## src/rtl/axi_lite_led_ctrl_if.sv

```systemverilog
// AXI4-Lite slave-side bundle for the LED controller.
// Ports: write address (AWADDR/AWVALID/AWREADY), write data (WDATA/WSTRB/WVALID/WREADY),
//        write response (BRESP/BVALID/BREADY), read address (ARADDR/ARVALID/ARREADY),
//        read data (RDATA/RRESP/RVALID/RREADY).
interface axi_lite_led_ctrl_if #(
    parameter int unsigned ADDR_WIDTH = 12
);
    logic [ADDR_WIDTH-1:0] S_AXI_AWADDR;
    logic                  S_AXI_AWVALID;
    logic                  S_AXI_AWREADY;
    logic [31:0]           S_AXI_WDATA;
    logic [3:0]            S_AXI_WSTRB;
    logic                  S_AXI_WVALID;
    logic                  S_AXI_WREADY;
    logic [1:0]            S_AXI_BRESP;
    logic                  S_AXI_BVALID;
    logic                  S_AXI_BREADY;
    logic [ADDR_WIDTH-1:0] S_AXI_ARADDR;
    logic                  S_AXI_ARVALID;
    logic                  S_AXI_ARREADY;
    logic [31:0]           S_AXI_RDATA;
    logic [1:0]            S_AXI_RRESP;
    logic                  S_AXI_RVALID;
    logic                  S_AXI_RREADY;

    modport slave (
        input  S_AXI_AWADDR, S_AXI_AWVALID, output S_AXI_AWREADY,
        input  S_AXI_WDATA, S_AXI_WSTRB, S_AXI_WVALID, output S_AXI_WREADY,
        output S_AXI_BRESP, S_AXI_BVALID, input S_AXI_BREADY,
        input  S_AXI_ARADDR, S_AXI_ARVALID, output S_AXI_ARREADY,
        output S_AXI_RDATA, S_AXI_RRESP, S_AXI_RVALID, input S_AXI_RREADY
    );

    modport master (
        output S_AXI_AWADDR, S_AXI_AWVALID, input S_AXI_AWREADY,
        output S_AXI_WDATA, S_AXI_WSTRB, S_AXI_WVALID, input S_AXI_WREADY,
        input  S_AXI_BRESP, S_AXI_BVALID, output S_AXI_BREADY,
        output S_AXI_ARADDR, S_AXI_ARVALID, input S_AXI_ARREADY,
        input  S_AXI_RDATA, S_AXI_RRESP, S_AXI_RVALID, output S_AXI_RREADY
    );
endinterface

```

## src/rtl/axi_lite_led_ctrl.sv

```systemverilog
// AXI4-Lite LED controller: DATA (0x0), MODE (0x4), BLINK_DIV (0x8), ID (0xC, RO).
// Ports: ACLK, ARESETn (synchronous, active-low), s_axi (slave modport), led_o (registered).
// Optional feature macro: LED_CTRL_BLINK_EN builds MODE, BLINK_DIV and the blink prescaler;
// without it MODE/BLINK_DIV read 0, ignore writes, and led_o follows DATA.
module axi_lite_led_ctrl #(
    parameter int unsigned ADDR_WIDTH = 12,
    parameter int unsigned LED_WIDTH  = 8,
    parameter logic [31:0] DIV_RESET  = 32'h0000_FFFF
) (
    input  logic                  ACLK,
    input  logic                  ARESETn,
    axi_lite_led_ctrl_if.slave    s_axi,
    output logic [LED_WIDTH-1:0]  led_o
);
    localparam logic [31:0] ID_VALUE    = 32'h4C45_4400;
    localparam logic [1:0]  RESP_OKAY   = 2'b00;
    localparam logic [1:0]  RESP_SLVERR = 2'b10;

    typedef enum logic {R_IDLE, R_DATA} r_state_e;

    logic                  aw_held_q, aw_held_d;
    logic [ADDR_WIDTH-1:0] aw_addr_q, aw_addr_d;
    logic                  w_held_q, w_held_d;
    logic [31:0]           wdata_q, wdata_d;
    logic [3:0]            wstrb_q, wstrb_d;
    logic                  awready_q, awready_d;
    logic                  wready_q, wready_d;
    logic                  bvalid_q, bvalid_d;
    logic [1:0]            bresp_q, bresp_d;

    r_state_e              r_state_q, r_state_d;
    logic                  arready_q, arready_d;
    logic                  rvalid_q, rvalid_d;
    logic [31:0]           rdata_q, rdata_d;
    logic [1:0]            rresp_q, rresp_d;

    logic [LED_WIDTH-1:0]  data_q, data_d;
    logic [LED_WIDTH-1:0]  led_q, led_d;
`ifdef LED_CTRL_BLINK_EN
    logic [LED_WIDTH-1:0]  mode_q, mode_d;
    logic [31:0]           div_q, div_d;
    logic [31:0]           cnt_q, cnt_d;
    logic                  phase_q, phase_d;
    logic                  div_wr;
`endif

    logic                  aw_hs, w_hs, ar_hs, commit;
    logic [ADDR_WIDTH-1:0] cur_awaddr;
    logic [31:0]           cur_wdata;
    logic [3:0]            cur_wstrb;
    logic [31:0]           rd_val;
    logic                  unused_c;

    // Byte-lane merge of write data into an existing register value
    function automatic logic [31:0] strb_merge(input logic [31:0] old_v,
                                               input logic [31:0] wd,
                                               input logic [3:0]  strb);
        logic [31:0] res;
        for (int b = 0; b < 4; b++) begin
            res[8*b +: 8] = strb[b] ? wd[8*b +: 8] : old_v[8*b +: 8];
        end
        return res;
    endfunction

    assign aw_hs      = s_axi.S_AXI_AWVALID && awready_q;
    assign w_hs       = s_axi.S_AXI_WVALID && wready_q;
    assign ar_hs      = s_axi.S_AXI_ARVALID && arready_q;
    // Held value wins; otherwise take the beat arriving this cycle
    assign cur_awaddr = aw_held_q ? aw_addr_q : s_axi.S_AXI_AWADDR;
    assign cur_wdata  = w_held_q ? wdata_q : s_axi.S_AXI_WDATA;
    assign cur_wstrb  = w_held_q ? wstrb_q : s_axi.S_AXI_WSTRB;
    assign commit     = (aw_held_q || aw_hs) && (w_held_q || w_hs);
    // Address bits [1:0] and lanes above LED_WIDTH are intentionally ignored
    assign unused_c   = ^{cur_awaddr[1:0], s_axi.S_AXI_ARADDR[1:0], cur_wdata, cur_wstrb};

    // Register read mux, always returning pre-write contents
    always_comb begin
        rd_val = 32'd0;
        case (s_axi.S_AXI_ARADDR[3:2])
            2'd0: rd_val = 32'(data_q);
`ifdef LED_CTRL_BLINK_EN
            2'd1: rd_val = 32'(mode_q);
            2'd2: rd_val = div_q;
`endif
            2'd3: rd_val = ID_VALUE;
            default: rd_val = 32'd0;
        endcase
    end

    // Write path: independent AW/W capture, commit, B response
    always_comb begin
        aw_held_d = aw_held_q;
        aw_addr_d = aw_addr_q;
        w_held_d  = w_held_q;
        wdata_d   = wdata_q;
        wstrb_d   = wstrb_q;
        bvalid_d  = bvalid_q;
        bresp_d   = bresp_q;
        data_d    = data_q;
`ifdef LED_CTRL_BLINK_EN
        mode_d    = mode_q;
        div_d     = div_q;
        div_wr    = 1'b0;
`endif
        if (aw_hs) begin
            aw_held_d = 1'b1;
            aw_addr_d = s_axi.S_AXI_AWADDR;
        end
        if (w_hs) begin
            w_held_d = 1'b1;
            wdata_d  = s_axi.S_AXI_WDATA;
            wstrb_d  = s_axi.S_AXI_WSTRB;
        end
        if (bvalid_q && s_axi.S_AXI_BREADY) begin
            bvalid_d = 1'b0;
        end
        if (commit) begin
            aw_held_d = 1'b0;
            w_held_d  = 1'b0;
            bvalid_d  = 1'b1;
            if ((cur_awaddr >> 4) != '0) begin
                bresp_d = RESP_SLVERR;
            end else begin
                bresp_d = RESP_OKAY;
                case (cur_awaddr[3:2])
                    2'd0: data_d = LED_WIDTH'(strb_merge(32'(data_q), cur_wdata, cur_wstrb));
`ifdef LED_CTRL_BLINK_EN
                    2'd1: mode_d = LED_WIDTH'(strb_merge(32'(mode_q), cur_wdata, cur_wstrb));
                    2'd2: begin
                        div_d  = strb_merge(div_q, cur_wdata, cur_wstrb);
                        div_wr = 1'b1;
                    end
`endif
                    default: ;
                endcase
            end
        end
        awready_d = !aw_held_d && !bvalid_d;
        wready_d  = !w_held_d && !bvalid_d;
    end

`ifdef LED_CTRL_BLINK_EN
    // Blink prescaler; a BLINK_DIV write restarts it from phase 0
    always_comb begin
        cnt_d   = cnt_q + 32'd1;
        phase_d = phase_q;
        if (div_wr) begin
            cnt_d   = 32'd0;
            phase_d = 1'b0;
        end else if (cnt_q == div_q) begin
            cnt_d   = 32'd0;
            phase_d = !phase_q;
        end
        led_d = (data_q & ~mode_q) | (mode_q & {LED_WIDTH{phase_q}});
    end
`else
    always_comb begin
        led_d = data_q;
    end
`endif

    // Read FSM next state and registered outputs
    always_comb begin
        r_state_d = r_state_q;
        rdata_d   = rdata_q;
        rresp_d   = rresp_q;
        case (r_state_q)
            R_IDLE: begin
                if (ar_hs) begin
                    r_state_d = R_DATA;
                    if ((s_axi.S_AXI_ARADDR >> 4) != '0) begin
                        rdata_d = 32'd0;
                        rresp_d = RESP_SLVERR;
                    end else begin
                        rdata_d = rd_val;
                        rresp_d = RESP_OKAY;
                    end
                end
            end
            R_DATA: begin
                if (s_axi.S_AXI_RREADY) begin
                    r_state_d = R_IDLE;
                end
            end
            default: r_state_d = R_IDLE;
        endcase
        arready_d = (r_state_d == R_IDLE);
        rvalid_d  = (r_state_d == R_DATA);
    end

    // Read FSM state register
    always_ff @(posedge ACLK) begin
        if (!ARESETn) begin
            r_state_q <= R_IDLE;
            arready_q <= 1'b0;
            rvalid_q  <= 1'b0;
            rdata_q   <= 32'd0;
            rresp_q   <= RESP_OKAY;
        end else begin
            r_state_q <= r_state_d;
            arready_q <= arready_d;
            rvalid_q  <= rvalid_d;
            rdata_q   <= rdata_d;
            rresp_q   <= rresp_d;
        end
    end

    // Write path, register file and LED flops
    always_ff @(posedge ACLK) begin
        if (!ARESETn) begin
            aw_held_q <= 1'b0;
            aw_addr_q <= '0;
            w_held_q  <= 1'b0;
            wdata_q   <= 32'd0;
            wstrb_q   <= 4'd0;
            awready_q <= 1'b0;
            wready_q  <= 1'b0;
            bvalid_q  <= 1'b0;
            bresp_q   <= RESP_OKAY;
            data_q    <= '0;
            led_q     <= '0;
`ifdef LED_CTRL_BLINK_EN
            mode_q    <= '0;
            div_q     <= DIV_RESET;
            cnt_q     <= 32'd0;
            phase_q   <= 1'b0;
`endif
        end else begin
            aw_held_q <= aw_held_d;
            aw_addr_q <= aw_addr_d;
            w_held_q  <= w_held_d;
            wdata_q   <= wdata_d;
            wstrb_q   <= wstrb_d;
            awready_q <= awready_d;
            wready_q  <= wready_d;
            bvalid_q  <= bvalid_d;
            bresp_q   <= bresp_d;
            data_q    <= data_d;
            led_q     <= led_d;
`ifdef LED_CTRL_BLINK_EN
            mode_q    <= mode_d;
            div_q     <= div_d;
            cnt_q     <= cnt_d;
            phase_q   <= phase_d;
`endif
        end
    end

    assign s_axi.S_AXI_AWREADY = awready_q;
    assign s_axi.S_AXI_WREADY  = wready_q;
    assign s_axi.S_AXI_BVALID  = bvalid_q;
    assign s_axi.S_AXI_BRESP   = bresp_q;
    assign s_axi.S_AXI_ARREADY = arready_q;
    assign s_axi.S_AXI_RVALID  = rvalid_q;
    assign s_axi.S_AXI_RDATA   = rdata_q;
    assign s_axi.S_AXI_RRESP   = rresp_q;
    assign led_o               = led_q;
endmodule

```

## src/flat_wrapper.sv

```systemverilog
// flat-port wrapper written by rule: the top's interface ports become plain ports
module axi_lite_led_ctrl_flat 
#(
    parameter int unsigned ADDR_WIDTH = 12,
    parameter int unsigned LED_WIDTH  = 8,
    parameter logic [31:0] DIV_RESET  = 32'h0000_FFFF
)
  (ACLK, ARESETn, led_o, s_axi_S_AXI_AWADDR, s_axi_S_AXI_AWVALID, s_axi_S_AXI_AWREADY, s_axi_S_AXI_WDATA, s_axi_S_AXI_WSTRB, s_axi_S_AXI_WVALID, s_axi_S_AXI_WREADY, s_axi_S_AXI_BRESP, s_axi_S_AXI_BVALID, s_axi_S_AXI_BREADY, s_axi_S_AXI_ARADDR, s_axi_S_AXI_ARVALID, s_axi_S_AXI_ARREADY, s_axi_S_AXI_RDATA, s_axi_S_AXI_RRESP, s_axi_S_AXI_RVALID, s_axi_S_AXI_RREADY);
  axi_lite_led_ctrl_if #(.ADDR_WIDTH(ADDR_WIDTH)) s_axi_i ();
  input  logic ACLK;
  input  logic ARESETn;
  output logic [LED_WIDTH-1:0] led_o;
  input wire logic [$bits(s_axi_i.S_AXI_AWADDR)-1:0] s_axi_S_AXI_AWADDR;
  input wire logic [$bits(s_axi_i.S_AXI_AWVALID)-1:0] s_axi_S_AXI_AWVALID;
  output wire logic [$bits(s_axi_i.S_AXI_AWREADY)-1:0] s_axi_S_AXI_AWREADY;
  input wire logic [$bits(s_axi_i.S_AXI_WDATA)-1:0] s_axi_S_AXI_WDATA;
  input wire logic [$bits(s_axi_i.S_AXI_WSTRB)-1:0] s_axi_S_AXI_WSTRB;
  input wire logic [$bits(s_axi_i.S_AXI_WVALID)-1:0] s_axi_S_AXI_WVALID;
  output wire logic [$bits(s_axi_i.S_AXI_WREADY)-1:0] s_axi_S_AXI_WREADY;
  output wire logic [$bits(s_axi_i.S_AXI_BRESP)-1:0] s_axi_S_AXI_BRESP;
  output wire logic [$bits(s_axi_i.S_AXI_BVALID)-1:0] s_axi_S_AXI_BVALID;
  input wire logic [$bits(s_axi_i.S_AXI_BREADY)-1:0] s_axi_S_AXI_BREADY;
  input wire logic [$bits(s_axi_i.S_AXI_ARADDR)-1:0] s_axi_S_AXI_ARADDR;
  input wire logic [$bits(s_axi_i.S_AXI_ARVALID)-1:0] s_axi_S_AXI_ARVALID;
  output wire logic [$bits(s_axi_i.S_AXI_ARREADY)-1:0] s_axi_S_AXI_ARREADY;
  output wire logic [$bits(s_axi_i.S_AXI_RDATA)-1:0] s_axi_S_AXI_RDATA;
  output wire logic [$bits(s_axi_i.S_AXI_RRESP)-1:0] s_axi_S_AXI_RRESP;
  output wire logic [$bits(s_axi_i.S_AXI_RVALID)-1:0] s_axi_S_AXI_RVALID;
  input wire logic [$bits(s_axi_i.S_AXI_RREADY)-1:0] s_axi_S_AXI_RREADY;
  assign s_axi_i.S_AXI_AWADDR = s_axi_S_AXI_AWADDR;
  assign s_axi_i.S_AXI_AWVALID = s_axi_S_AXI_AWVALID;
  assign s_axi_S_AXI_AWREADY = s_axi_i.S_AXI_AWREADY;
  assign s_axi_i.S_AXI_WDATA = s_axi_S_AXI_WDATA;
  assign s_axi_i.S_AXI_WSTRB = s_axi_S_AXI_WSTRB;
  assign s_axi_i.S_AXI_WVALID = s_axi_S_AXI_WVALID;
  assign s_axi_S_AXI_WREADY = s_axi_i.S_AXI_WREADY;
  assign s_axi_S_AXI_BRESP = s_axi_i.S_AXI_BRESP;
  assign s_axi_S_AXI_BVALID = s_axi_i.S_AXI_BVALID;
  assign s_axi_i.S_AXI_BREADY = s_axi_S_AXI_BREADY;
  assign s_axi_i.S_AXI_ARADDR = s_axi_S_AXI_ARADDR;
  assign s_axi_i.S_AXI_ARVALID = s_axi_S_AXI_ARVALID;
  assign s_axi_S_AXI_ARREADY = s_axi_i.S_AXI_ARREADY;
  assign s_axi_S_AXI_RDATA = s_axi_i.S_AXI_RDATA;
  assign s_axi_S_AXI_RRESP = s_axi_i.S_AXI_RRESP;
  assign s_axi_S_AXI_RVALID = s_axi_i.S_AXI_RVALID;
  assign s_axi_i.S_AXI_RREADY = s_axi_S_AXI_RREADY;
  axi_lite_led_ctrl #(.ADDR_WIDTH(ADDR_WIDTH), .LED_WIDTH(LED_WIDTH), .DIV_RESET(DIV_RESET)) u_core (.ACLK(ACLK), .ARESETn(ARESETn), .s_axi(s_axi_i), .led_o(led_o));
endmodule
```

## config.mk

```make
export PLATFORM = sky130hd
export DESIGN_NAME = axi_lite_led_ctrl_flat
export DESIGN_NICKNAME = d
export VERILOG_FILES = /design/src/rtl/axi_lite_led_ctrl_if.sv /design/src/rtl/axi_lite_led_ctrl.sv /design/src/flat_wrapper.sv
export SDC_FILE = /design/constraint.sdc
export NUM_CORES = 1
export LEC_CHECK = 0
export ABC_AREA = 1
export CAP_MARGIN = 20
export CORE_ASPECT_RATIO = 0.75
export CORE_UTILIZATION = 45
export DETAILED_ROUTE_END_ITERATION = 6
export DONT_BUFFER_PORTS = 1
export GPL_ROUTABILITY_DRIVEN = 0
export PLACE_DENSITY_LB_ADDON = 0.3
export SYNTH_ARGS = -nofsm -noshare
export SYNTH_HDL_FRONTEND = slang
export SYNTH_SLANG_ARGS = --single-unit
export TNS_END_PERCENT = 10
```

## constraint.sdc

```tcl
create_clock -name ACLK -period 1.3 [get_ports ACLK]
set_input_delay 0 -clock ACLK [delete_from_list [all_inputs] [get_ports ACLK]]
set_output_delay 0 -clock ACLK [all_outputs]
set_load 0.1 [all_outputs]
```

# Word level (Yosys, flattened, before mapping)

Index checks and enable logic that the tools add are counted.

Register bits: 80
Output and inout bits: 49
Word-level logic and storage cells: 53
Bits of input ports: 67

Muxes and demuxes: 16
Reductions and logical operators: 18
Equality and inequality tests: 1
Bitwise logic cells: 3

Operators by type and width:

| operator           | count |
|---|---|
| $pmux 31 s2        | 1 |
| $mux 32            | 1 |
| $reduce_bool 12->1 | 2 |
| $mux 12            | 1 |
| $mux 1             | 9 |
| $mux 8             | 1 |
| $logic_and 1x1->1  | 7 |
| $logic_not 2->1    | 2 |
| $mux 2             | 2 |
| $reduce_and 4->1   | 1 |
| $logic_not 1->1    | 3 |
| $not 1->1          | 3 |
| $eq 2x2->1 const B | 1 |
| $logic_or 1x1->1   | 2 |
| $pmux 1 s2         | 1 |
| $reduce_and 2->1   | 1 |

# Longest topological paths before layout

Gate-level depths: netlist (run 1).

Depth after elaboration: 6
Depth in mapped cells: 9
Mapped depth without buffers: 8

# Worst setup path after synthesis (run 1)

OpenSTA, ideal clock, no wires.

Path type: reg2reg
Start point: register u_core.awready_q (netlist: u_core.s_axi.S_AXI_AWREADY)
End point: register u_core.data_q[0]
Data arrival time: 1.798 ns
Path buffers: 0
Setup time: 0.113 ns
Data required time: 1.187 ns
Path slack: -0.610 ns
Stages on the path, launching flop included: 8
Path through: dfxtp_1 > nand2_1 > nand2_4 > nand3_2 > nor2_4 > nand3_1 > nand2_1 > nor2_1

Word-level cells in the longest chain between the ends: 4

RTL lines:

| element                    | line                     | text |
|---|---|---|
| from (decl)                | axi_lite_led_ctrl.sv:26  | `logic awready_q, awready_d;` |
| from (signal assigned)     | axi_lite_led_ctrl.sv:234 | `awready_q <= awready_d;` |
| $logic_and 1x1->1          | axi_lite_led_ctrl.sv:65  | `assign aw_hs = s_axi.S_AXI_AWVALID && awready_q;` |
| $logic_or 1x1->1           | axi_lite_led_ctrl.sv:72  | `assign commit = (aw_held_q \|\| aw_hs) && (w_held_q \|\| w_hs);` |
| $logic_and 1x1->1          | axi_lite_led_ctrl.sv:72  |  |
| $reduce_and 4->1 (no line) | n/a                      |  |
| to (signal assigned)       | axi_lite_led_ctrl.sv:238 | `data_q <= data_d;` |
| to (decl)                  | axi_lite_led_ctrl.sv:37  | `logic [LED_WIDTH-1:0] data_q, data_d;` |

No other way between the ends.
A chain may end at the register's enable or synchronous reset.

# Worst setup path after layout (run 1)

Start point: input port s_axi_S_AXI_ARADDR[9]
End point: register u_core.rdata_q[0] (netlist: u_core.s_axi.S_AXI_RDATA[0])

Word-level cells in the longest chain between the ends: 2

RTL lines:

| element              | line                     | text |
|---|---|---|
| from (decl)          | flat_wrapper.sv:23       | `input wire logic [$bits(s_axi_i.S_AXI_ARADDR)-1:0] s_axi_S_AXI_ARADDR;` |
| $reduce_bool 12->1   | axi_lite_led_ctrl.sv:171 | `if ((s_axi.S_AXI_ARADDR >> 4) != '0) begin` |
| $mux 32              | axi_lite_led_ctrl.sv:171 |  |
| to (signal assigned) | axi_lite_led_ctrl.sv:203 | `rdata_q <= rdata_d;` |
| to (decl)            | axi_lite_led_ctrl.sv:34  | `logic [31:0] rdata_q, rdata_d;` |

No other way between the ends.

==> impl_metrics.prom, run 1 <==
# TYPE chip_impl_metric gauge
chip_impl_info{name="run_status",value="finished, violations left"} 1
chip_impl_info{name="violations",value="negative hold slack"} 1
chip_impl_metric{name="syn_avg_cell_area",unit="um2"} 7.71
chip_impl_metric{name="core-area",unit="um2"} 5040
chip_impl_metric{name="dr.pass1.iters",unit=""} 4
chip_impl_metric{name="grt_start_max_net_pins",unit=""} 49
chip_impl_metric{name="timing.final.crit_share",unit=""} 0.927
chip_impl_info{name="end_kind",value="flip-flop"} 1
chip_impl_metric{name="cts.clk_slew.worst_paths",unit="ns"} 0.09
chip_impl_metric{name="layout-drive-gt1-share",unit=""} 0.201
chip_impl_metric{name="post_synth_instance_area",unit="um2"} 2410
chip_impl_metric{name="die_width",unit="um"} 86.6
chip_impl_metric{name="first_iter_violations",unit=""} 48
chip_impl_metric{name="power.density_cell_area",unit="nW/um2"} 1190
chip_impl_metric{name="grt-ovfl-total",unit=""} 0
chip_impl_metric{name="dr_total_vias",unit=""} 2027
chip_impl_metric{name="insertion_delay",unit="ns"} 0.31
chip_impl_info{name="critical-path-top-delay-family",value="simple AND/OR/NAND/NOR gates"} 1
chip_impl_metric{name="detail_route.wl_per_cell",unit="um"} 11.6
chip_impl_metric{name="io_buffers",unit=""} 0
chip_impl_metric{name="fp-row-count",unit=""} 22
chip_impl_metric{name="post_synth_inst_count",unit=""} 313
chip_impl_metric{name="finalWirelength",unit="um"} 5110
chip_impl_info{name="critical_path.most_common_cell",value="nand2_1"} 1
chip_impl_metric{name="track_usage",unit=""} 0.188
chip_impl_metric{name="final_period_minus_worst_setup_slack",unit="ns"} 1.20
chip_impl_info{name="crit_path_start_kind",value="input pin"} 1
chip_impl_metric{name="final_max_slew_viol_count",unit=""} 0
chip_impl_metric{name="total_negative_setup_slacks",unit="ns"} 0
chip_impl_metric{name="placed_cell_area",unit="um2"} 2600
chip_impl_metric{name="place.detailed.instances",unit=""} 397
chip_impl_metric{name="sequential_area_share_after_synthesis",unit=""} 0.440
chip_impl_metric{name="initial_utilization",unit=""} 0.479
chip_impl_metric{name="syn_warnings",unit=""} 0
chip_impl_info{name="timing.critical_path.slowest_stage_cell",value="dlygate4sd3_1"} 1
chip_impl_metric{name="detail-route-antenna-nets",unit=""} 0
chip_impl_info{name="cts.root.buffer_cell",value="clkbuf_8"} 1
chip_impl_info{name="tritoncts",value="yes"} 1
chip_impl_info{name="hp-class",value="in -> reg"} 1
chip_impl_info{name="netlist_top_cells_area",value="dfxtp_1 44%, nor2_1 13%, buf_4 7.8%"} 1
chip_impl_metric{name="post_route_hold_slack",unit="ns"} -0.00950
chip_impl_metric{name="io_pins",unit=""} 116
chip_impl_metric{name="finalHoldViolations",unit=""} 1
chip_impl_metric{name="cts.sinks",unit=""} 53
chip_impl_metric{name="cts_max_level",unit=""} 2
chip_impl_info{name="timing.critical_path.cells",value="dlygate4sd3_1, nor2_1, nand2_1, nor2_2, nand2_1, nor3_4, buf_12, nand2_1, nand2_1"} 1
chip_impl_metric{name="fillers",unit=""} 439
chip_impl_info{name="post-synth-top-area-cell",value="dfxtp_1"} 1
chip_impl_metric{name="drc",unit=""} 0
chip_impl_metric{name="synth_async_sr_flop_share",unit=""} 0
chip_impl_metric{name="routed_via_density",unit=""} 4.60
chip_impl_metric{name="antenna_cells",unit=""} 0
chip_impl_metric{name="die_area",unit="um2"} 5660
chip_impl_metric{name="worst_ir_drop_vdd",unit="mV"} 0.585
chip_impl_metric{name="detailedPlacementHpwl",unit="um"} 3310
chip_impl_metric{name="cts-buffers-inserted",unit=""} 5
chip_impl_metric{name="synth.ff_latch_count",unit=""} 53
chip_impl_metric{name="grt_antenna_before_repair",unit=""} 0
chip_impl_metric{name="synthToLayoutAreaGrowth",unit="%"} 29.2
chip_impl_metric{name="timing.final.setup_violations",unit=""} 0
chip_impl_metric{name="global_route_wire_length_before_repair",unit="um"} 8250
chip_impl_metric{name="clock.fmax",unit="MHz"} 830
chip_impl_metric{name="finalClockSkew",unit="ns"} 0.0142
chip_impl_metric{name="post-route-cell-area",unit="um2"} 3120
chip_impl_metric{name="critPathArrivalTime",unit="ns"} 1.45
chip_impl_metric{name="final_standard_cell_count_with_taps_included_and_fillers_excluded",unit=""} 441
chip_impl_metric{name="synthDominantCellAreaShare",unit=""} 0.440
chip_impl_info{name="dominantRegCellSynth",value="dfxtp_1"} 1
chip_impl_metric{name="worstPathRequired",unit="ns"} 1.55
chip_impl_metric{name="vertical_extent_of_the_die",unit="um"} 65.4
chip_impl_metric{name="p_leak",unit="nW"} 1.44
chip_impl_metric{name="number_of_flops_mapped_to_enable_cells_by_yosys",unit=""} 0
chip_impl_metric{name="first_global_vias",unit=""} 1883
chip_impl_metric{name="synth.distinct_cells",unit=""} 29
chip_impl_info{name="critPathKind",value="in -> reg"} 1
chip_impl_metric{name="clockBufferDepth",unit=""} 2
chip_impl_metric{name="design.final.nets",unit=""} 435
chip_impl_metric{name="crit_fanout",unit=""} 8
chip_impl_metric{name="buffers_and_inverters_on_the_worst_path",unit=""} 2
chip_impl_metric{name="max_cap_violations",unit=""} 0
chip_impl_metric{name="maximum_single_stage_delay_on_the_critical_path",unit="ns"} 0.55
chip_impl_metric{name="finish.utilization",unit=""} 0.619
## placed cells by master (no fill, tap or decap), types with 4 or more instances in the layout
cell type and count:
buf_4 28, conb_1 18, clkbuf_8 5, inv_1 16, dfxtp_4 4, nand2_4 6
dfxtp_1 46, nand3_1 18, mux2i_1 8, o21ai_0 23, nor2_1 79, nand2_2 5
dlygate4sd3_1 33, nand2_1 44
## metrics by stage
step / power [W] / worst slack [ns]
final: 0.00371 / 0.0954
after global routing: 0.00389 / -0.0316
after CTS: 0.00373 / 0.0121
after detailed placement: 0.00246 / 0.0427
after global placement: 0.00245 / 0.0590
after floorplan: 0.00244 / -0.132
## worst reg2reg max path: cells and delay by family (launching register included)
kind | cells | cell delay (ns)
AND/OR/NAND/NOR | 7 | 0.71
flip-flops | 1 | 0.39
## kinds of logic after synthesis
group | synth area share
AOI/OAI and AO/OA | 0.0539
buffers and inverters | 0.138
DFF | 0.440
muxes | 0.0332
other | 0.00155
and+or+nand+nor | 0.334
## sequential cells by signal, summed over array words and instances (netlist names)
name                        flops
u_core.aw_addr_q               10
u_core.aw_held_q                1
u_core.data_q                   8
u_core.led_o                    8
u_core.r_state_q                1
u_core.s_axi.S_AXI_ARREADY      1
u_core.s_axi.S_AXI_AWREADY      1
u_core.s_axi.S_AXI_BRESP        1
u_core.s_axi.S_AXI_BVALID       1
u_core.s_axi.S_AXI_RDATA        9
u_core.s_axi.S_AXI_RRESP        1
u_core.s_axi.S_AXI_WREADY       1
u_core.w_held_q                 1
u_core.wdata_q                  8
u_core.wstrb_q                  1
## layout make-up
type,count,area [um2],share of cell area
clock buffers,5,68.8,0.0221
clock inverters,3,47.5,0.0152
inverters,23,98.8,0.0317
multi-input cells,220,1110,0.355
flip-flops and latches,53,1080,0.346
well taps,72,90.1,0.0289
repair buffers,65,628,0.201
## report_power, final
part	internal, W	switching (W)
Sequential	0.00169	0.0000440
Combinational	0.000215	0.000597
Clock	0.000588	0.000572
## worst paths after layout
path / slack, ns / cells past startpoint / end / start
worst max-delay path: 0.1 / 9 / u_core.s_axi.S_AXI_RDATA[0]$_SDFFE_PN0P_ / s_axi_S_AXI_ARADDR[9]
worst min-delay path: -0.01 / 3 / u_core.s_axi.S_AXI_RRESP[1]$_SDFFE_PN0P_ / s_axi_S_AXI_ARVALID
worst max register to register: 0.1 / 7 / u_core.data_q[2]$_SDFFE_PN0P_ / u_core.s_axi.S_AXI_WREADY$_SDFF_PN0_
worst min register to register: 0.45 / 2 / u_core.led_o[6]$_SDFF_PN0_ / u_core.data_q[6]$_SDFFE_PN0P_
## metal layers
metal,vias to the layer above,routed length [um],GRT usage
met5,-,0,0
met4,0,45,0.0667
met3,5,285,0.0490
met2,58,2370,0.325
met1,927,2410,0.227
li1,1037,-,-
## cells in the mapped netlist, types with 2 or more instances
cell / count
mux2i_1: 8
a21oi_1: 3
nand2_2: 4
nor3_1: 2
nand3b_1: 3
inv_1: 17
nor2_1: 82
clkbuf_1: 3
inv_2: 2
buf_4: 25
buf_2: 4
dfxtp_1: 53
nand2_1: 46
nand3_1: 18
nand2_4: 5
clkinv_1: 2
nand2_8: 2
o21ai_0: 23
## what timing repair did
action / in CTS / in global routing
buffers inserted: 0 / 2
resized for setup: 0 / 10
endpoints found under the hold margin: 52 / 0
hold buffers: 34 / 0
setup endpoints to repair: 0 / 16
Power figures use the tool's default switching activity.
==> run 2: changes to the inputs <==
--- a/config.mk
+++ b/config.mk
@@ -5,7 +5,6 @@
 export SDC_FILE = /design/constraint.sdc
 export NUM_CORES = 1
 export LEC_CHECK = 0
-export ABC_AREA = 1
 export CAP_MARGIN = 20
 export CORE_ASPECT_RATIO = 0.75
 export CORE_UTILIZATION = 45
@@ -13,6 +12,7 @@
 export DONT_BUFFER_PORTS = 1
 export GPL_ROUTABILITY_DRIVEN = 0
 export PLACE_DENSITY_LB_ADDON = 0.3
+export SKIP_LAST_GASP = 1
 export SYNTH_ARGS = -nofsm -noshare
 export SYNTH_HDL_FRONTEND = slang
 export SYNTH_SLANG_ARGS = --single-unit
==> constraint.sdc (replaced) <==
create_clock -name ACLK -period 1.5 [get_ports ACLK]
set_input_delay 0 -clock ACLK [delete_from_list [all_inputs] [get_ports ACLK]]
set_output_delay 0 -clock ACLK [all_outputs]
set_load 0.1 [all_outputs]
==> run 2 against run 1 <==
Compared with the run above:
- the flow finishes with violations (negative setup slack)
- synthesized cell count is 26% lower
- power is 22% lower
- combinational power is 25% lower
- sequential cell count stayed put
- utilization is 1.5 points higher
- via count is 13% lower
- die area is 8.4% lower
- largest cell class is now flip-flops and latches
- highest routed layer unchanged
- critical path depth is 4 lower
- non-clock buffer count is 3 higher
==> impl_metrics.prom, run 2 <==
# TYPE chip_impl_metric gauge
chip_impl_metric{name="drc",unit=""} 0
chip_impl_info{name="hp-class",value="in -> reg"} 1
chip_impl_metric{name="dr_wl_met2",unit="um"} 2250
chip_impl_metric{name="antenna_cells",unit=""} 0
chip_impl_metric{name="fp-row-count",unit=""} 21
chip_impl_info{name="layout.cells.most_common",value="dfxtp_1"} 1
chip_impl_info{name="timing.critical_path.cells",value="nor4_2, nand4b_1, a2111oi_4, buf_6, mux2_4"} 1
chip_impl_metric{name="post-route-cell-area",unit="um2"} 2900
chip_impl_metric{name="routed_via_density",unit=""} 5.06
chip_impl_metric{name="final_max_slew_viol_count",unit=""} 0
chip_impl_metric{name="insertion_delay",unit="ns"} 0.30
chip_impl_metric{name="syn_avg_cell_area",unit="um2"} 9.46
chip_impl_metric{name="sequential_area_share_after_synthesis",unit=""} 0.481
chip_impl_metric{name="syn_warnings",unit=""} 0
chip_impl_metric{name="finalHoldViolations",unit=""} 0
chip_impl_metric{name="timing.final.crit_share",unit=""} 1.19
chip_impl_info{name="dominantRegCellSynth",value="dfxtp_1"} 1
chip_impl_metric{name="worstPathRequired",unit="ns"} 1.69
chip_impl_metric{name="largest_register_ff_count",unit=""} 10
chip_impl_metric{name="dr_total_vias",unit=""} 1766
chip_impl_metric{name="number_of_flops_mapped_to_enable_cells_by_yosys",unit=""} 0
chip_impl_info{name="run_status",value="finished, violations left"} 1
chip_impl_info{name="top_register",value="u_core.aw_addr_q"} 1
chip_impl_metric{name="cts-buffers-inserted",unit=""} 5
chip_impl_metric{name="clockBufferDepth",unit=""} 2
chip_impl_metric{name="timing_worst_slew_pin_value",unit="ns"} 0.520
chip_impl_metric{name="fillers",unit=""} 360
chip_impl_metric{name="final_period_minus_worst_setup_slack",unit="ns"} 1.79
chip_impl_metric{name="detail-route-antenna-nets",unit=""} 0
chip_impl_metric{name="post_synth_instance_area",unit="um2"} 2200
chip_impl_metric{name="timing.final.setup_violations",unit=""} 9
chip_impl_metric{name="die_area",unit="um2"} 5190
chip_impl_metric{name="track_usage",unit=""} 0.191
chip_impl_metric{name="area_of_combinational_cells_with_multiple_inputs",unit="um2"} 1030
chip_impl_info{name="post-synth-top-area-cell",value="dfxtp_1"} 1
chip_impl_metric{name="first_iter_violations",unit=""} 60
chip_impl_info{name="cts.root.buffer_cell",value="clkbuf_8"} 1
chip_impl_metric{name="initial_utilization",unit=""} 0.482
chip_impl_info{name="timing.critical_path.slowest_stage_cell",value="a2111oi_4"} 1
chip_impl_info{name="leading_cell_types_in_the_layout_fill_and_taps_excluded",value="47 x dfxtp_1, 46 x nand2_1, 33 x buf_4"} 1
chip_impl_metric{name="max_cap_violations",unit=""} 0
chip_impl_metric{name="post_synth_inst_count",unit=""} 233
chip_impl_metric{name="vertical_extent_of_the_die",unit="um"} 62.6
chip_impl_metric{name="placed_cell_area",unit="um2"} 2410
chip_impl_metric{name="die_width",unit="um"} 82.8
chip_impl_metric{name="clock.fmax",unit="MHz"} 560
chip_impl_metric{name="crit_fanout",unit=""} 8
chip_impl_metric{name="finalWirelength",unit="um"} 4960
chip_impl_metric{name="cts.clk_slew.worst_paths",unit="ns"} 0.09
chip_impl_metric{name="met3RoutedLength",unit="um"} 387
chip_impl_info{name="synth_most_common_cell",value="dfxtp_1"} 1
chip_impl_metric{name="core-area",unit="um2"} 4570
chip_impl_metric{name="comb_power_share",unit=""} 0.211
chip_impl_metric{name="synthToLayoutAreaGrowth",unit="%"} 31.5
chip_impl_metric{name="grt-ovfl-total",unit=""} 0
chip_impl_metric{name="m1WireLength",unit="um"} 2230
chip_impl_metric{name="first_global_vias",unit=""} 1682
chip_impl_metric{name="hold-path-cell-count",unit=""} 2
chip_impl_metric{name="fin_total_pwr",unit="W"} 0.00289
chip_impl_info{name="crit_path_start_kind",value="flip-flop"} 1
chip_impl_metric{name="synthDominantCellAreaShare",unit=""} 0.481
chip_impl_metric{name="maximum_single_stage_delay_on_the_critical_path",unit="ns"} 0.37
chip_impl_info{name="end_kind",value="flip-flop"} 1
chip_impl_info{name="dr.max_layer_used",value="met4"} 1
chip_impl_metric{name="worst_ir_drop_vdd",unit="mV"} 0.531
chip_impl_metric{name="cts.sinks",unit=""} 53
chip_impl_metric{name="cell_internal_pwr",unit="W"} 0.00195
chip_impl_metric{name="fin_ws",unit="ns"} -0.287
chip_impl_metric{name="sw_frac_of_total",unit=""} 0.325
chip_impl_metric{name="power.density_cell_area",unit="nW/um2"} 996
chip_impl_metric{name="regArea",unit="um2"} 1080
chip_impl_metric{name="total_negative_setup_slacks",unit="ns"} -2.46
chip_impl_metric{name="synth.distinct_cells",unit=""} 27
chip_impl_metric{name="detail_route.wl_per_cell",unit="um"} 14.2
chip_impl_info{name="violations",value="negative setup slack"} 1
chip_impl_metric{name="p_sw",unit="W"} 0.000938
chip_impl_metric{name="global_route_wire_length_before_repair",unit="um"} 7870
chip_impl_metric{name="worst_r2r_path_depth",unit=""} 5
chip_impl_metric{name="cts_max_level",unit=""} 2
chip_impl_metric{name="design.final.nets",unit=""} 358
chip_impl_metric{name="p_leak",unit="nW"} 1.16
chip_impl_metric{name="synth_async_sr_flop_share",unit=""} 0
chip_impl_metric{name="layout-drive-gt1-share",unit=""} 0.223
chip_impl_info{name="critPathKind",value="reg -> reg"} 1
chip_impl_info{name="tritoncts",value="yes"} 1
chip_impl_metric{name="finish.utilization",unit=""} 0.634
chip_impl_metric{name="dr.pass1.iters",unit=""} 4
chip_impl_metric{name="clkPwrFrac",unit=""} 0.277
chip_impl_metric{name="grt_start_max_net_pins",unit=""} 41
chip_impl_info{name="setup_repair_after_global_routing_missed_its_margin",value="true"} 1
chip_impl_metric{name="detailedPlacementHpwl",unit="um"} 3020
chip_impl_info{name="synth.top_cells.by_count",value="53 x dfxtp_1, 46 x nand2_1, 25 x buf_4"} 1
chip_impl_metric{name="p_seq_frac",unit=""} 0.512
chip_impl_metric{name="io_pins",unit=""} 116
chip_impl_metric{name="relative_max_transition_margin",unit=""} 0.652
chip_impl_metric{name="io_buffers",unit=""} 0
chip_impl_metric{name="synth.ff_latch_count",unit=""} 53
chip_impl_info{name="netlist_top_cells_area",value="dfxtp_1 48%, buf_4 8.5%, a21boi_0 7.8%"} 1
chip_impl_metric{name="grt_antenna_before_repair",unit=""} 0
chip_impl_metric{name="critPathArrivalTime",unit="ns"} 1.98
chip_impl_metric{name="finalClockSkew",unit="ns"} 0.00422
[run 2: cell count changes after synthesis, moves of 8 or more]
cell      delta
a21boi_0    +23
a22o_1       +8
and2_1      +11
inv_1       -16
mux2_2       +8
nand3_1     -16
nor2_1      -76
nor2b_1      +8
o21ai_0     -22
[run 2: worst paths after layout]
check | slack [ns] | endpoint | start
hold reg to reg | 0.47 | u_core.wdata_q[0]$_SDFFE_PN0P_ | u_core.wdata_q[0]$_SDFFE_PN0P_
setup / recovery | -0.29 | u_core.data_q[5]$_SDFFE_PN0P_ | u_core.aw_addr_q[7]$_SDFFE_PN0P_
setup reg to reg | -0.29 | u_core.data_q[5]$_SDFFE_PN0P_ | u_core.aw_addr_q[7]$_SDFFE_PN0P_
hold / removal | 0.007 | u_core.data_q[1]$_SDFFE_PN0P_ | ARESETn
[run 2: logic make-up after synthesis]
kind of cell / share of synthesized area
AND/OR/NAND/NOR: 0.201
buffers and inverters: 0.103
multiplexers: 0.0817
AO/OA/AOI/OAI: 0.132
flip-flops: 0.481
other: 0.00170
[run 2: final cells by class]
cell class	instances	share of cell area
timing repair buffer	68	0.218
clock buffer	5	0.0237
tap	57	0.0246
clock inverter	3	0.00691
sequential	53	0.371
inverter	1	0.00129
multi-input combinational	162	0.354
[run 2: what timing repair did]
action	CTS	global route
pin swaps	3	2
hold endpoints to repair	44	1
buffers inserted	6	0
setup endpoints to repair	8	16
hold buffers	30	1
resized for setup	10	1
[run 2: layer usage]
layer,up-vias,track usage
li1,856,-
met1,815,0.235
met2,82,0.314
met3,13,0.0528
met4,0,0.0819
met5,-,0
[run 2: critical path, delay by kind of cell, from the launching register on]
family,cells,cell delay (ns)
multiplexers,1,0.30
AO/OA/AOI/OAI,1,0.37
AND/OR/NAND/NOR,2,0.46
buffers and inverters,1,0.21
flip-flops,1,0.34
[run 2: power groups by stage]
stage / registers (W) / clock network (W) / logic [W]
floorplan: 0.00162 / 0 / 0.000382
global placement: 0.00151 / 0 / 0.000501
detailed placement: 0.00151 / 0 / 0.000505
CTS: 0.00148 / 0.000824 / 0.000599
global route: 0.00149 / 0.000888 / 0.000637
finish: 0.00148 / 0.000800 / 0.000608
[run 2: metrics by stage]
step,cells,hold WS (ns),setup WS (ns)
after CTS,348,0.00218,-0.272
after detailed placement,304,0.125,-0.385
after global placement,304,0.127,-0.340
after global routing,349,0.00311,-0.345
final,349,0.00682,-0.287
after floorplan,250,0.145,-0.361
==> run 3: changes to the inputs <==
==> constraint.sdc (replaced) <==
create_clock -name ACLK -period 1.5 [get_ports ACLK]
set_input_delay 0.15 -clock ACLK [delete_from_list [all_inputs] [get_ports ACLK]]
set_output_delay 0.15 -clock ACLK [all_outputs]
set_load 0.1 [all_outputs]
==> run 3 against run 2 <==
Compared with the run above:
- the run still ends with negative setup slack left
- critical endpoint is now u_core.data_q[1]$_SDFFE_PN0P_
- power decreased by 1.7%
- clock power decreased by 2%
- sequential cell count unchanged
==> impl_metrics.prom, run 3 (synthesis gave the netlist of run 2 again) <==
# TYPE chip_impl_metric gauge
chip_impl_metric{name="critPathArrivalTime",unit="ns"} 1.95
chip_impl_metric{name="maximum_single_stage_delay_on_the_critical_path",unit="ns"} 0.35
chip_impl_metric{name="post-route-cell-area",unit="um2"} 2770
chip_impl_metric{name="timing.final.crit_share",unit=""} 1.17
chip_impl_metric{name="core-area",unit="um2"} 4570
chip_impl_metric{name="cts.clk_slew.worst_paths",unit="ns"} 0.09
chip_impl_metric{name="relative_max_transition_margin",unit=""} 0.455
chip_impl_metric{name="cts.sinks",unit=""} 53
chip_impl_metric{name="initial_utilization",unit=""} 0.482
chip_impl_metric{name="design.final.nets",unit=""} 345
chip_impl_metric{name="buffers_and_inverters_on_the_worst_path",unit=""} 1
chip_impl_metric{name="vertical_extent_of_the_die",unit="um"} 62.6
chip_impl_metric{name="cts-buffers-inserted",unit=""} 5
chip_impl_metric{name="post_route_hold_slack",unit="ns"} 0.0181
chip_impl_metric{name="crit_fanout",unit=""} 8
chip_impl_metric{name="die_area",unit="um2"} 5190
chip_impl_metric{name="finalHoldViolations",unit=""} 0
chip_impl_metric{name="first_iter_violations",unit=""} 96
chip_impl_metric{name="fp-row-count",unit=""} 21
chip_impl_info{name="hold-path-endpoint",value="u_core.led_o[2]$_SDFF_PN0_"} 1
chip_impl_metric{name="synthToLayoutAreaGrowth",unit="%"} 25.7
chip_impl_metric{name="timing_worst_slew_pin_value",unit="ns"} 0.815
chip_impl_metric{name="finalClockSkew",unit="ns"} 0.00701
chip_impl_metric{name="cts_max_level",unit=""} 2
chip_impl_metric{name="global_route_wire_length_before_repair",unit="um"} 7590
chip_impl_metric{name="grt-ovfl-total",unit=""} 0
chip_impl_info{name="leading_cell_types_in_the_layout_fill_and_taps_excluded",value="47 x dfxtp_1, 46 x nand2_1, 29 x buf_4"} 1
chip_impl_metric{name="grt_start_max_net_pins",unit=""} 28
chip_impl_metric{name="detail_route.wl_per_cell",unit="um"} 14.0
chip_impl_info{name="critical-path-top-delay-family",value="simple AND/OR/NAND/NOR gates"} 1
chip_impl_metric{name="clockBufferDepth",unit=""} 2
chip_impl_metric{name="layout-drive-gt1-share",unit=""} 0.215
chip_impl_metric{name="die_width",unit="um"} 82.8
chip_impl_metric{name="final_period_minus_worst_setup_slack",unit="ns"} 1.76
chip_impl_metric{name="clock.fmax",unit="MHz"} 569
chip_impl_info{name="layout.cells.most_common",value="dfxtp_1"} 1
chip_impl_metric{name="detailedPlacementHpwl",unit="um"} 2990
chip_impl_metric{name="final_max_slew_viol_count",unit=""} 0
chip_impl_info{name="setup_repair_after_global_routing_missed_its_margin",value="true"} 1
chip_impl_info{name="grt_busiest_layer",value="met2"} 1
chip_impl_info{name="tritoncts",value="yes"} 1
chip_impl_metric{name="place_worst_setup_slack",unit="ns"} -0.370
chip_impl_metric{name="met3_capacity_usage_during_global_routing",unit=""} 0.0608
chip_impl_info{name="timing.critical_path.slowest_stage_cell",value="a2111oi_4"} 1
chip_impl_metric{name="insertion_delay",unit="ns"} 0.30
chip_impl_metric{name="drc",unit=""} 0
chip_impl_metric{name="hold-path-cell-count",unit=""} 1
chip_impl_metric{name="timing.final.setup_violations",unit=""} 8
chip_impl_metric{name="power.density_cell_area",unit="nW/um2"} 1020
chip_impl_info{name="top_register",value="u_core.aw_addr_q"} 1
chip_impl_info{name="violations",value="negative setup slack"} 1
chip_impl_metric{name="dr_total_vias",unit=""} 1646
chip_impl_metric{name="gr-usage-met1",unit=""} 0.244
chip_impl_info{name="rr_endpoint",value="u_core.data_q[1]$_SDFFE_PN0P_"} 1
chip_impl_info{name="run_status",value="finished, violations left"} 1
chip_impl_metric{name="met2_track_demand_over_resource_in_global_routing",unit=""} 0.285
chip_impl_metric{name="first_global_vias",unit=""} 1574
chip_impl_metric{name="max_cap_violations",unit=""} 0
chip_impl_info{name="crit_reg_reg_startpoint",value="u_core.aw_addr_q[10]$_SDFFE_PN0P_"} 1
chip_impl_info{name="cts.root.buffer_cell",value="clkbuf_8"} 1
chip_impl_metric{name="grt_antenna_before_repair",unit=""} 0
chip_impl_metric{name="fin_ws",unit="ns"} -0.257
chip_impl_metric{name="track_usage",unit=""} 0.188
chip_impl_metric{name="io_pins",unit=""} 116
chip_impl_info{name="end_kind",value="flip-flop"} 1
chip_impl_metric{name="io_buffers",unit=""} 0
chip_impl_metric{name="fin_total_pwr",unit="W"} 0.00284
chip_impl_info{name="hp-class",value="in -> reg"} 1
chip_impl_metric{name="worstPathRequired",unit="ns"} 1.69
chip_impl_metric{name="largest_register_ff_count",unit=""} 10
chip_impl_metric{name="placed_cell_area",unit="um2"} 2420
chip_impl_metric{name="p_leak",unit="nW"} 1.11
chip_impl_metric{name="worst_r2r_path_depth",unit=""} 5
chip_impl_info{name="critPathKind",value="reg -> reg"} 1
chip_impl_info{name="crit_path_start_kind",value="flip-flop"} 1
chip_impl_metric{name="worst_ir_drop_vdd",unit="mV"} 0.673
chip_impl_metric{name="setup_slack_reg_to_reg",unit="ns"} -0.26
chip_impl_metric{name="routed_via_density",unit=""} 4.90
chip_impl_metric{name="antenna_cells",unit=""} 0
chip_impl_metric{name="finalWirelength",unit="um"} 4690
chip_impl_info{name="hold_path.startpoint",value="ARESETn"} 1
chip_impl_metric{name="detail-route-antenna-nets",unit=""} 0
chip_impl_metric{name="dr.pass1.iters",unit=""} 4
chip_impl_info{name="timing.critical_path.cells",value="nor4_2, nand4b_1, a2111oi_4, buf_6, mux2_4"} 1
## run 3: cell count changes in the layout (fill, tap and decap cells not counted), sizes merged
cell and change:
clkinvlp -1, dlygate4sd3 -8, buf -5, inv -1, clkinv +2
## run 3: per-stage QoR
stage	util	setup TNS, ns	cells
after floorplan	-	-6.75	250
after global placement	0.529	-2.59	305
after detailed placement	0.529	-2.81	305
after CTS	0.604	-2.07	335
after global routing	0.606	-2.93	336
final	0.606	-1.97	336
## run 3: cell type report
class / instances / area, um2
Clock buffer: 5 / 68.8
Clock inverter: 3 / 16.3
Fill cell: 386 / 1800
Inverter: 1 / 3.75
Multi-Input combinational cell: 162 / 1030
Sequential cell: 53 / 1080
Tap cell: 57 / 71.3
Timing Repair Buffer: 55 / 507
## run 3: worst max-delay path by stage
stage                                      start  slack (ns)  cells past startpoint                                       end
2_1_floorplan        u_core.r_state_q$_SDFF_PN0_       -0.36                      3  u_core.s_axi.S_AXI_RDATA[0]$_SDFFE_PN0P_
3_3_place_gp    u_core.aw_addr_q[7]$_SDFFE_PN0P_       -0.33                      5             u_core.data_q[7]$_SDFFE_PN0P_
3_5_place_dp    u_core.aw_addr_q[7]$_SDFFE_PN0P_       -0.37                      5             u_core.data_q[7]$_SDFFE_PN0P_
4_1_cts        u_core.aw_addr_q[10]$_SDFFE_PN0P_       -0.27                      5             u_core.data_q[1]$_SDFFE_PN0P_
5_1_grt        u_core.aw_addr_q[10]$_SDFFE_PN0P_       -0.35                      5             u_core.data_q[1]$_SDFFE_PN0P_
6_report       u_core.aw_addr_q[10]$_SDFFE_PN0P_       -0.26                      5             u_core.data_q[1]$_SDFFE_PN0P_
## run 3: power by group
part | total (W) | switching [W] | internal (W)
Sequential | 0.00148 | 0.0000289 | 0.00145
Combinational | 0.000573 | 0.000427 | 0.000146
Clock | 0.000786 | 0.000461 | 0.000324
## run 3: repair_timing
action,CTS,global route
cloned,0,0
buffers inserted,0,0
endpoints found under the hold margin,28,1
hold buffers,22,1
resized for setup,10,0
pin swaps,3,1
setup endpoints to repair,8,14
## run 3: metal layers
layer	vias up	wire (um)	share of wire
li1	830	-	-
met1	746	2260	0.48
met2	64	2050	0.44
met3	6	297	0.063
met4	0	85	0.018
met5	-	0	0
